### config.mk
export PLATFORM = sky130hd
export DESIGN_NAME = calc_arbiter
export DESIGN_NICKNAME = d
export VERILOG_FILES = /design/src/rtl/calc_pkg.sv /design/src/rtl/calculator.sv /design/src/rtl/rr_arb2.sv /design/src/rtl/calc_arbiter.sv
export SDC_FILE = /design/constraint.sdc
export NUM_CORES = 1
export LEC_CHECK = 0
export ABC_CLOCK_PERIOD_IN_PS = 28900
export CAP_MARGIN = 10
export CORE_ASPECT_RATIO = 0.6
export CORE_UTILIZATION = 40
export DETAILED_ROUTE_END_ITERATION = 12
export GPL_TIMING_DRIVEN = 0
export MAX_ROUTING_LAYER = met4
export PLACE_DENSITY = 0.58
export SETUP_SLACK_MARGIN = 0.5
export SLEW_MARGIN = 5
export SYNTH_ARGS = -nofsm -noshare
export SYNTH_HDL_FRONTEND = slang
export SYNTH_SLANG_ARGS = --single-unit
### constraint.sdc
create_clock -name Clk -period 28.9 [get_ports Clk]
set_clock_uncertainty 0.05 [all_clocks]
set_input_delay 7.225 -clock Clk [delete_from_list [all_inputs] [get_ports Clk]]
set_output_delay 7.225 -clock Clk [all_outputs]
set_load 0.005 [all_outputs]
### src/rtl/calc_pkg.sv
// -----------------------------------------------------------------------------
// calc_pkg
// Shared definitions for the calc_arbiter slice:
//   OPND_W          operand / result width
//   OP_ADD..OP_DIV  2-bit opcode encodings
//   state_t         FSM state encoding (IDLE, EXEC, RESP)
//   is_div_zero()   detects a divide request whose divisor is zero
// -----------------------------------------------------------------------------
package calc_pkg;

    localparam int OPND_W = 8;

    localparam logic [1:0] OP_ADD = 2'b00;
    localparam logic [1:0] OP_SUB = 2'b01;
    localparam logic [1:0] OP_MUL = 2'b10;
    localparam logic [1:0] OP_DIV = 2'b11;

    typedef enum logic [1:0] {
        ST_IDLE = 2'b00,
        ST_EXEC = 2'b01,
        ST_RESP = 2'b10
    } state_t;

    // A divide by zero skips the datapath entirely and answers at once.
    function automatic logic is_div_zero(input logic [1:0]        sel,
                                         input logic [OPND_W-1:0] b);
        return (sel == OP_DIV) && (b == {OPND_W{1'b0}});
    endfunction

endpackage

### src/rtl/calculator.sv
// -----------------------------------------------------------------------------
// calculator
// Combinational signed-magnitude datapath.
//   Rst       forces both results to zero while asserted
//   i_a/i_b   operand magnitudes, i_sign_a/i_sign_b signs (1 = negative)
//   i_sel     opcode (add, sub, mul, div)
//   o_out     two's complement result truncated to OPND_W bits
//             (division: magnitude quotient, negated when signs differ)
//   o_rem     magnitude remainder for divide, 0 otherwise
// -----------------------------------------------------------------------------
module calculator
    import calc_pkg::*;
(
    input  logic              Rst,
    input  logic [OPND_W-1:0] i_a,
    input  logic [OPND_W-1:0] i_b,
    input  logic [1:0]        i_sel,
    input  logic              i_sign_a,
    input  logic              i_sign_b,
    output logic [OPND_W-1:0] o_out,
    output logic [OPND_W-1:0] o_rem
);

    logic [OPND_W-1:0]   w_sa;
    logic [OPND_W-1:0]   w_sb;
    logic [2*OPND_W-1:0] w_prod;
    logic [OPND_W-1:0]   w_quo;
    logic [OPND_W-1:0]   w_mod;
    logic                w_neg;
    logic [OPND_W-1:0]   w_res;
    logic [OPND_W-1:0]   w_rem;

    // Signed-magnitude operands mapped to two's complement for add/sub.
    assign w_sa   = i_sign_a ? ({OPND_W{1'b0}} - i_a) : i_a;
    assign w_sb   = i_sign_b ? ({OPND_W{1'b0}} - i_b) : i_b;
    assign w_neg  = i_sign_a ^ i_sign_b;
    assign w_prod = {{OPND_W{1'b0}}, i_a} * {{OPND_W{1'b0}}, i_b};
    // Zero divisor never reaches capture, but keep the divider X-free.
    assign w_quo  = (i_b == {OPND_W{1'b0}}) ? {OPND_W{1'b0}} : (i_a / i_b);
    assign w_mod  = (i_b == {OPND_W{1'b0}}) ? {OPND_W{1'b0}} : (i_a % i_b);

    // Opcode decode.
    always_comb begin
        w_res = {OPND_W{1'b0}};
        w_rem = {OPND_W{1'b0}};
        case (i_sel)
            OP_ADD: w_res = w_sa + w_sb;
            OP_SUB: w_res = w_sa - w_sb;
            OP_MUL: w_res = w_neg ? ({OPND_W{1'b0}} - w_prod[OPND_W-1:0])
                                  : w_prod[OPND_W-1:0];
            OP_DIV: begin
                w_res = w_neg ? ({OPND_W{1'b0}} - w_quo) : w_quo;
                w_rem = w_mod;
            end
            default: begin
                w_res = {OPND_W{1'b0}};
                w_rem = {OPND_W{1'b0}};
            end
        endcase
    end

    // Reset masks the outputs.
    always_comb begin
        o_out = {OPND_W{1'b0}};
        o_rem = {OPND_W{1'b0}};
        if (Rst) begin
            o_out = {OPND_W{1'b0}};
            o_rem = {OPND_W{1'b0}};
        end else begin
            o_out = w_res;
            o_rem = w_rem;
        end
    end

endmodule

### src/rtl/rr_arb2.sv
// -----------------------------------------------------------------------------
// rr_arb2
// Two-way round-robin arbiter.
//   Clk, Rst  clock and synchronous active-high reset (pointer -> 0)
//   i_req     request vector, bit i = requester i
//   i_take    grant is being consumed this cycle (pointer may advance)
//   o_gnt     one-hot grant (combinational from i_req and the pointer)
// After any consumed grant the pointer names the other requester.
// -----------------------------------------------------------------------------
module rr_arb2 (
    input  logic       Clk,
    input  logic       Rst,
    input  logic [1:0] i_req,
    input  logic       i_take,
    output logic [1:0] o_gnt
);

    logic r_ptr;

    // Grant selection: a lone request wins outright, a tie goes to the pointer.
    always_comb begin
        o_gnt = 2'b00;
        case (i_req)
            2'b01:   o_gnt = 2'b01;
            2'b10:   o_gnt = 2'b10;
            2'b11:   o_gnt = r_ptr ? 2'b10 : 2'b01;
            default: o_gnt = 2'b00;
        endcase
    end

    // Pointer update: point away from whoever was just served.
    always_ff @(posedge Clk) begin
        if (Rst) begin
            r_ptr <= 1'b0;
        end else if (i_take && (i_req != 2'b00)) begin
            r_ptr <= ~o_gnt[1];
        end
    end

endmodule

### src/rtl/calc_arbiter.sv
// -----------------------------------------------------------------------------
// calc_arbiter
// Arbitrates two requesters onto one calculator datapath.
//   Clk, Rst                 clock, synchronous active-high reset
//   req_valid / req_ready    per-requester handshake (ready is a 1-cycle grant)
//   req_A, req_B             8-bit magnitudes, [7:0] req0, [15:8] req1
//   req_Sel                  opcodes, [1:0] req0, [3:2] req1
//   req_Sign_A, req_Sign_B   operand signs per requester
//   rsp_valid / rsp_ready    response handshake, response held until taken
//   rsp_id, rsp_out, rsp_R   owner, result, remainder
//   rsp_dz                   divide-by-zero flag
//   busy                     high whenever not IDLE
// Operands are held SETTLE cycles on the datapath before the result is captured.
// -----------------------------------------------------------------------------
module calc_arbiter
    import calc_pkg::*;
#(
    parameter int SETTLE = 2
) (
    input  logic              Clk,
    input  logic              Rst,
    input  logic [1:0]        req_valid,
    output logic [1:0]        req_ready,
    input  logic [15:0]       req_A,
    input  logic [15:0]       req_B,
    input  logic [3:0]        req_Sel,
    input  logic [1:0]        req_Sign_A,
    input  logic [1:0]        req_Sign_B,
    output logic              rsp_valid,
    input  logic              rsp_ready,
    output logic              rsp_id,
    output logic [OPND_W-1:0] rsp_out,
    output logic [OPND_W-1:0] rsp_R,
    output logic              rsp_dz,
    output logic              busy
);

    localparam logic [3:0] SETTLE_C = 4'(SETTLE);

    state_t            r_state;
    logic [3:0]        r_cnt;
    logic [OPND_W-1:0] r_a;
    logic [OPND_W-1:0] r_b;
    logic [1:0]        r_sel;
    logic              r_sign_a;
    logic              r_sign_b;
    logic              r_id;
    logic [OPND_W-1:0] r_out;
    logic [OPND_W-1:0] r_rem;
    logic              r_dz;
    logic              r_rsp_valid;

    logic [1:0]        w_gnt;
    logic              w_idle;
    logic              w_gid;
    logic [OPND_W-1:0] w_a;
    logic [OPND_W-1:0] w_b;
    logic [1:0]        w_sel;
    logic              w_sign_a;
    logic              w_sign_b;
    logic [OPND_W-1:0] w_calc_out;
    logic [OPND_W-1:0] w_calc_rem;

    // Grants are only offered in IDLE and never while reset is asserted.
    assign w_idle = (r_state == ST_IDLE) && !Rst;

    rr_arb2 u_arb (
        .Clk    (Clk),
        .Rst    (Rst),
        .i_req  (req_valid),
        .i_take (w_idle),
        .o_gnt  (w_gnt)
    );

    assign req_ready = w_idle ? w_gnt : 2'b00;

    // Payload of the granted requester.
    assign w_gid    = w_gnt[1];
    assign w_a      = w_gid ? req_A[15:8] : req_A[7:0];
    assign w_b      = w_gid ? req_B[15:8] : req_B[7:0];
    assign w_sel    = w_gid ? req_Sel[3:2] : req_Sel[1:0];
    assign w_sign_a = w_gid ? req_Sign_A[1] : req_Sign_A[0];
    assign w_sign_b = w_gid ? req_Sign_B[1] : req_Sign_B[0];

    calculator u_calc (
        .Rst      (Rst),
        .i_a      (r_a),
        .i_b      (r_b),
        .i_sel    (r_sel),
        .i_sign_a (r_sign_a),
        .i_sign_b (r_sign_b),
        .o_out    (w_calc_out),
        .o_rem    (w_calc_rem)
    );

    // Control FSM with operand, result and response registers.
    always_ff @(posedge Clk) begin
        if (Rst) begin
            r_state     <= ST_IDLE;
            r_cnt       <= 4'd0;
            r_a         <= {OPND_W{1'b0}};
            r_b         <= {OPND_W{1'b0}};
            r_sel       <= 2'b00;
            r_sign_a    <= 1'b0;
            r_sign_b    <= 1'b0;
            r_id        <= 1'b0;
            r_out       <= {OPND_W{1'b0}};
            r_rem       <= {OPND_W{1'b0}};
            r_dz        <= 1'b0;
            r_rsp_valid <= 1'b0;
        end else begin
            case (r_state)
                ST_IDLE: begin
                    if (w_gnt != 2'b00) begin
                        r_a      <= w_a;
                        r_b      <= w_b;
                        r_sel    <= w_sel;
                        r_sign_a <= w_sign_a;
                        r_sign_b <= w_sign_b;
                        r_id     <= w_gid;
                        if (is_div_zero(w_sel, w_b)) begin
                            r_out       <= {OPND_W{1'b0}};
                            r_rem       <= {OPND_W{1'b0}};
                            r_dz        <= 1'b1;
                            r_rsp_valid <= 1'b1;
                            r_state     <= ST_RESP;
                        end else begin
                            // r_cnt counts EXEC cycles starting at 1.
                            r_cnt   <= 4'd1;
                            r_state <= ST_EXEC;
                        end
                    end
                end
                ST_EXEC: begin
                    if (r_cnt == SETTLE_C) begin
                        r_out       <= w_calc_out;
                        r_rem       <= (r_sel == OP_DIV) ? w_calc_rem : {OPND_W{1'b0}};
                        r_dz        <= 1'b0;
                        r_rsp_valid <= 1'b1;
                        r_state     <= ST_RESP;
                    end else begin
                        r_cnt <= r_cnt + 4'd1;
                    end
                end
                ST_RESP: begin
                    if (rsp_ready) begin
                        r_rsp_valid <= 1'b0;
                        r_state     <= ST_IDLE;
                    end
                end
                default: begin
                    r_rsp_valid <= 1'b0;
                    r_state     <= ST_IDLE;
                end
            endcase
        end
    end

    assign rsp_valid = r_rsp_valid;
    assign rsp_id    = r_id;
    assign rsp_out   = r_out;
    assign rsp_R     = r_rem;
    assign rsp_dz    = r_dz;
    assign busy      = (r_state != ST_IDLE);

endmodule

==> summary.txt <==
Setup path
  • R2R Setup Slk: 13.08 ns
  • Crit-path cells: clkdlybuf4s50_1 > o21ai_0 > nor3_1 > clkdlybuf4s50_1
  • Worst EP arrival: 8.82 ns
  • CP Launch Type: input port
  • Crit path buf inv count: 2
  • Worst Setup End Kind: primary output
  • Worst EP required: 21.63 ns
  • Worst Path Max Fanout: 4
  • Slowest-stage cell, CP: clkdlybuf4s50_1
  • CP delay by family, top: buffers and inverters
  • Crit Path Category: input port to primary output
  • Crit-path max cell delay: 0.58 ns
  • Critical path's most frequent cell: clkdlybuf4s50_1

Floorplan
  • Initial Utilization: 42.1%
  • Die extent in y: 96.0 um
  • I/O pin total: 67
  • Placement row count: 33
  • Core Area: 14,000 um2
  • Full die area: 15,200 um2
  • Die Wd: 159 um

Placement
  • Port Buffers: 65
  • Detailed-placement wirelength estimate: 16,300 um
  • Dpl cell area: 6780 um2
  • Placer congestion estimate: 0.912
  • Placed insts: 1,042

Clock tree
  • CTS tree: done
  • Clock slew at reported path FFs: 0.07 ns
  • Setup Fix Bufs, Post-CTS: 0
  • Clk Latency, worst-skew pair: 0.30 ns
  • Clock Path Buffers: 2
  • Root buffer cell: clkbuf_16
  • Post-CTS Hold Fix Bufs: 0
  • H-tree Lvls: 2
  • Post-CTS Resized: 0
  • Clock sinks: 46
  • CTS Buf Count: 5

Synth
  • Post-Syn Area: 5890 um2
  • Seq cells post-synth: 46
  • Compound-gate portion of the synthesized area: 23.3%
  • Post-synth top area cell: dfxtp_1
  • Most common cell in the netlist: nand2_1
  • Commonest cells in the netlist: nand2_1, ha_1, nor2_1
  • Ranking of synthesized cells by area: dfxtp_1, ha_1, xnor2_1
  • Post-Syn Area per Cell: 7.50 um2
  • Main combinational cell family by area after synthesis: compound AO/OA/AOI/OAI gates
  • Cells after Synth: 785
  • Post-synth top flop: dfxtp_1
  • Top cell type's share of synthesized area: 15.6%
  • Post-synthesis sequential area ratio: 15.6%
  • Fraction of registers with async set/reset: 0%
  • Cell variety after synth: 65
  • Xor and xnor area share after synthesis: 9.24%
  • Syn_nets: 913
  • Adder-cell area share of the yosys netlist: 19.4%
  • YS warnings: 0
  • Post-Synth Simple-Gate Area: 22.7%
  • Post-synth EDFFs: 0
  • Post-synthesis mux area share: 3.08%

Global route
  • Remaining Overflow, GRT: 0
  • Total Routing Usage GR: 28.6%
  • Number of antenna violations at the first check in global routing: 0
  • First-pass GRT wire length: 31,600 um
  • Largest net degree at the start of global routing: 17
  • Vias in the first global route: 5,670

Cells and area
  • Number of inserted diodes: 0
  • Finished Layout Cells: 1,050
  • # nets final: 985
  • Layout cells sized above 1: 4.43%
  • Final instance area: 6930 um2
  • Area Growth Syn to Fin: 17.7%

Route
  • Via-to-Cell Ratio: 5.83
  • Antenna Nets Post-Route: 0
  • Detailed Route WL: 20,200 um
  • DRC violations left: 0
  • Initial DRC Count: 625
  • Drt pass-1 iters: 7
  • Avg WL per Cell: 19.3 um
  • Via count: 6,121

Status
  • Outcome: completed

Timing
  • Worst rel slew slack: 32.5%
  • Final setup vio count: 0
  • Final Hold Fails: 0
  • Crit path time final: 16.09 ns
  • Slew Viols, Final: 0
  • Unrepaired setup endpoints after global routing: no
  • Worst slew pin tran: 1.00 ns
  • Worst hold slack: 0.404 ns
  • Final period util: 55.7%
  • FMAX: 0.0621 GHz
  • Final setup TNS: 0 ns

Min path
  • Hold Crit Class: register to register

Job
  • Max-cap violations: 0
## final cells by class
class	count	area [um2]
Buffer	44	185
Clock buffer	5	125
Clock inverter	3	25.0
Fill cell	1378	7070
Inverter	54	203
Multi-Input combinational cell	641	4580
Sequential cell	46	921
Tap cell	192	240
Timing Repair Buffer	65	651
## logic make-up (layout without fill, tap and decap cells)
| logic type | after synthesis | after routing |
|---|---|---|
| and+or+nand+nor | 280 | 280 |
| AOI/OAI and AO/OA | 204 | 204 |
| buffers and inverters | 98 | 171 |
| adders and majority gates | 83 | 83 |
| xor gates and xnor gates | 59 | 59 |
| DFF | 46 | 46 |
| muxes | 15 | 15 |
## worst reg2reg max path: cells and delay by family, from the launching register on
kind	cells	cell delay (ns)
muxes	2	0.70
buffers and inverters	11	3.15
AOI/OAI and AO/OA	24	6.30
DFF	1	0.59
and+or+nand+nor	11	2.24
adders and majority gates	9	2.70
## final timing paths
kind           startpoint           end  depth (start not counted)
max          req_valid[1]  req_ready[1]                          4
min              rsp_R[7]      rsp_R[7]                          2
max reg2reg        r_b[0]    rsp_out[2]                         57
min reg2reg      rsp_R[7]      rsp_R[7]                          2
## metal layers
metal | wire (um) | global-route usage [%]
met5 | 0 | -
met4 | 164 | 4.09
met3 | 1970 | 6.30
met2 | 7580 | 38.2
met1 | 10500 | 43.3
## per-stage QoR
| stage | worst slack [ns] | utilization, % |
|---|---|---|
| after global placement | 12.88 | 48.4 |
| after detailed placement | 12.82 | 48.4 |
| after CTS | 12.81 | 49.5 |
| after floorplan | 13.94 | - |
| final | 12.81 | 49.5 |
| after global routing | 11.98 | 49.5 |
## flip-flops by register name, summed over array words and instances (netlist names)
signal and flops:
r_a 8, r_b 8, rsp_R 8, rsp_out 8, r_cnt 4, r_sel 2
r_state 2, r_sign_a 1, r_sign_b 1, rsp_dz 1, rsp_id 1, rsp_valid 1
u_arb.r_ptr 1
## layout by cell type (no fill, tap or decap), types with 5 or more instances in the layout
cell type / instances
nand2_1: 89
nor2_1: 69
ha_1: 69
clkdlybuf4s50_1: 65
inv_1: 53
o21ai_0: 47
dfxtp_1: 46
a21oi_1: 41
xnor2_1: 40
clkbuf_1: 38
nor3_1: 30
xor2_1: 17
o21a_1: 16
fa_1: 14
and2_1: 13
a31oi_1: 12
o221ai_1: 12
or3_1: 11
a311oi_1: 11
or2_2: 10
nand2b_1: 10
o31ai_1: 9
nor2b_1: 9
nand3_1: 8
a211oi_1: 8
a21o_1: 8
nor4_1: 7
mux2_2: 7
nor3b_1: 7
o211ai_1: 7
nand4_1: 6
a22oi_1: 5
mux2i_1: 5
clkbuf_16: 5
Power is left out: the tool's default activity adds up to more than one toggle a clock period on the data nets, which glitch-free logic cannot reach.
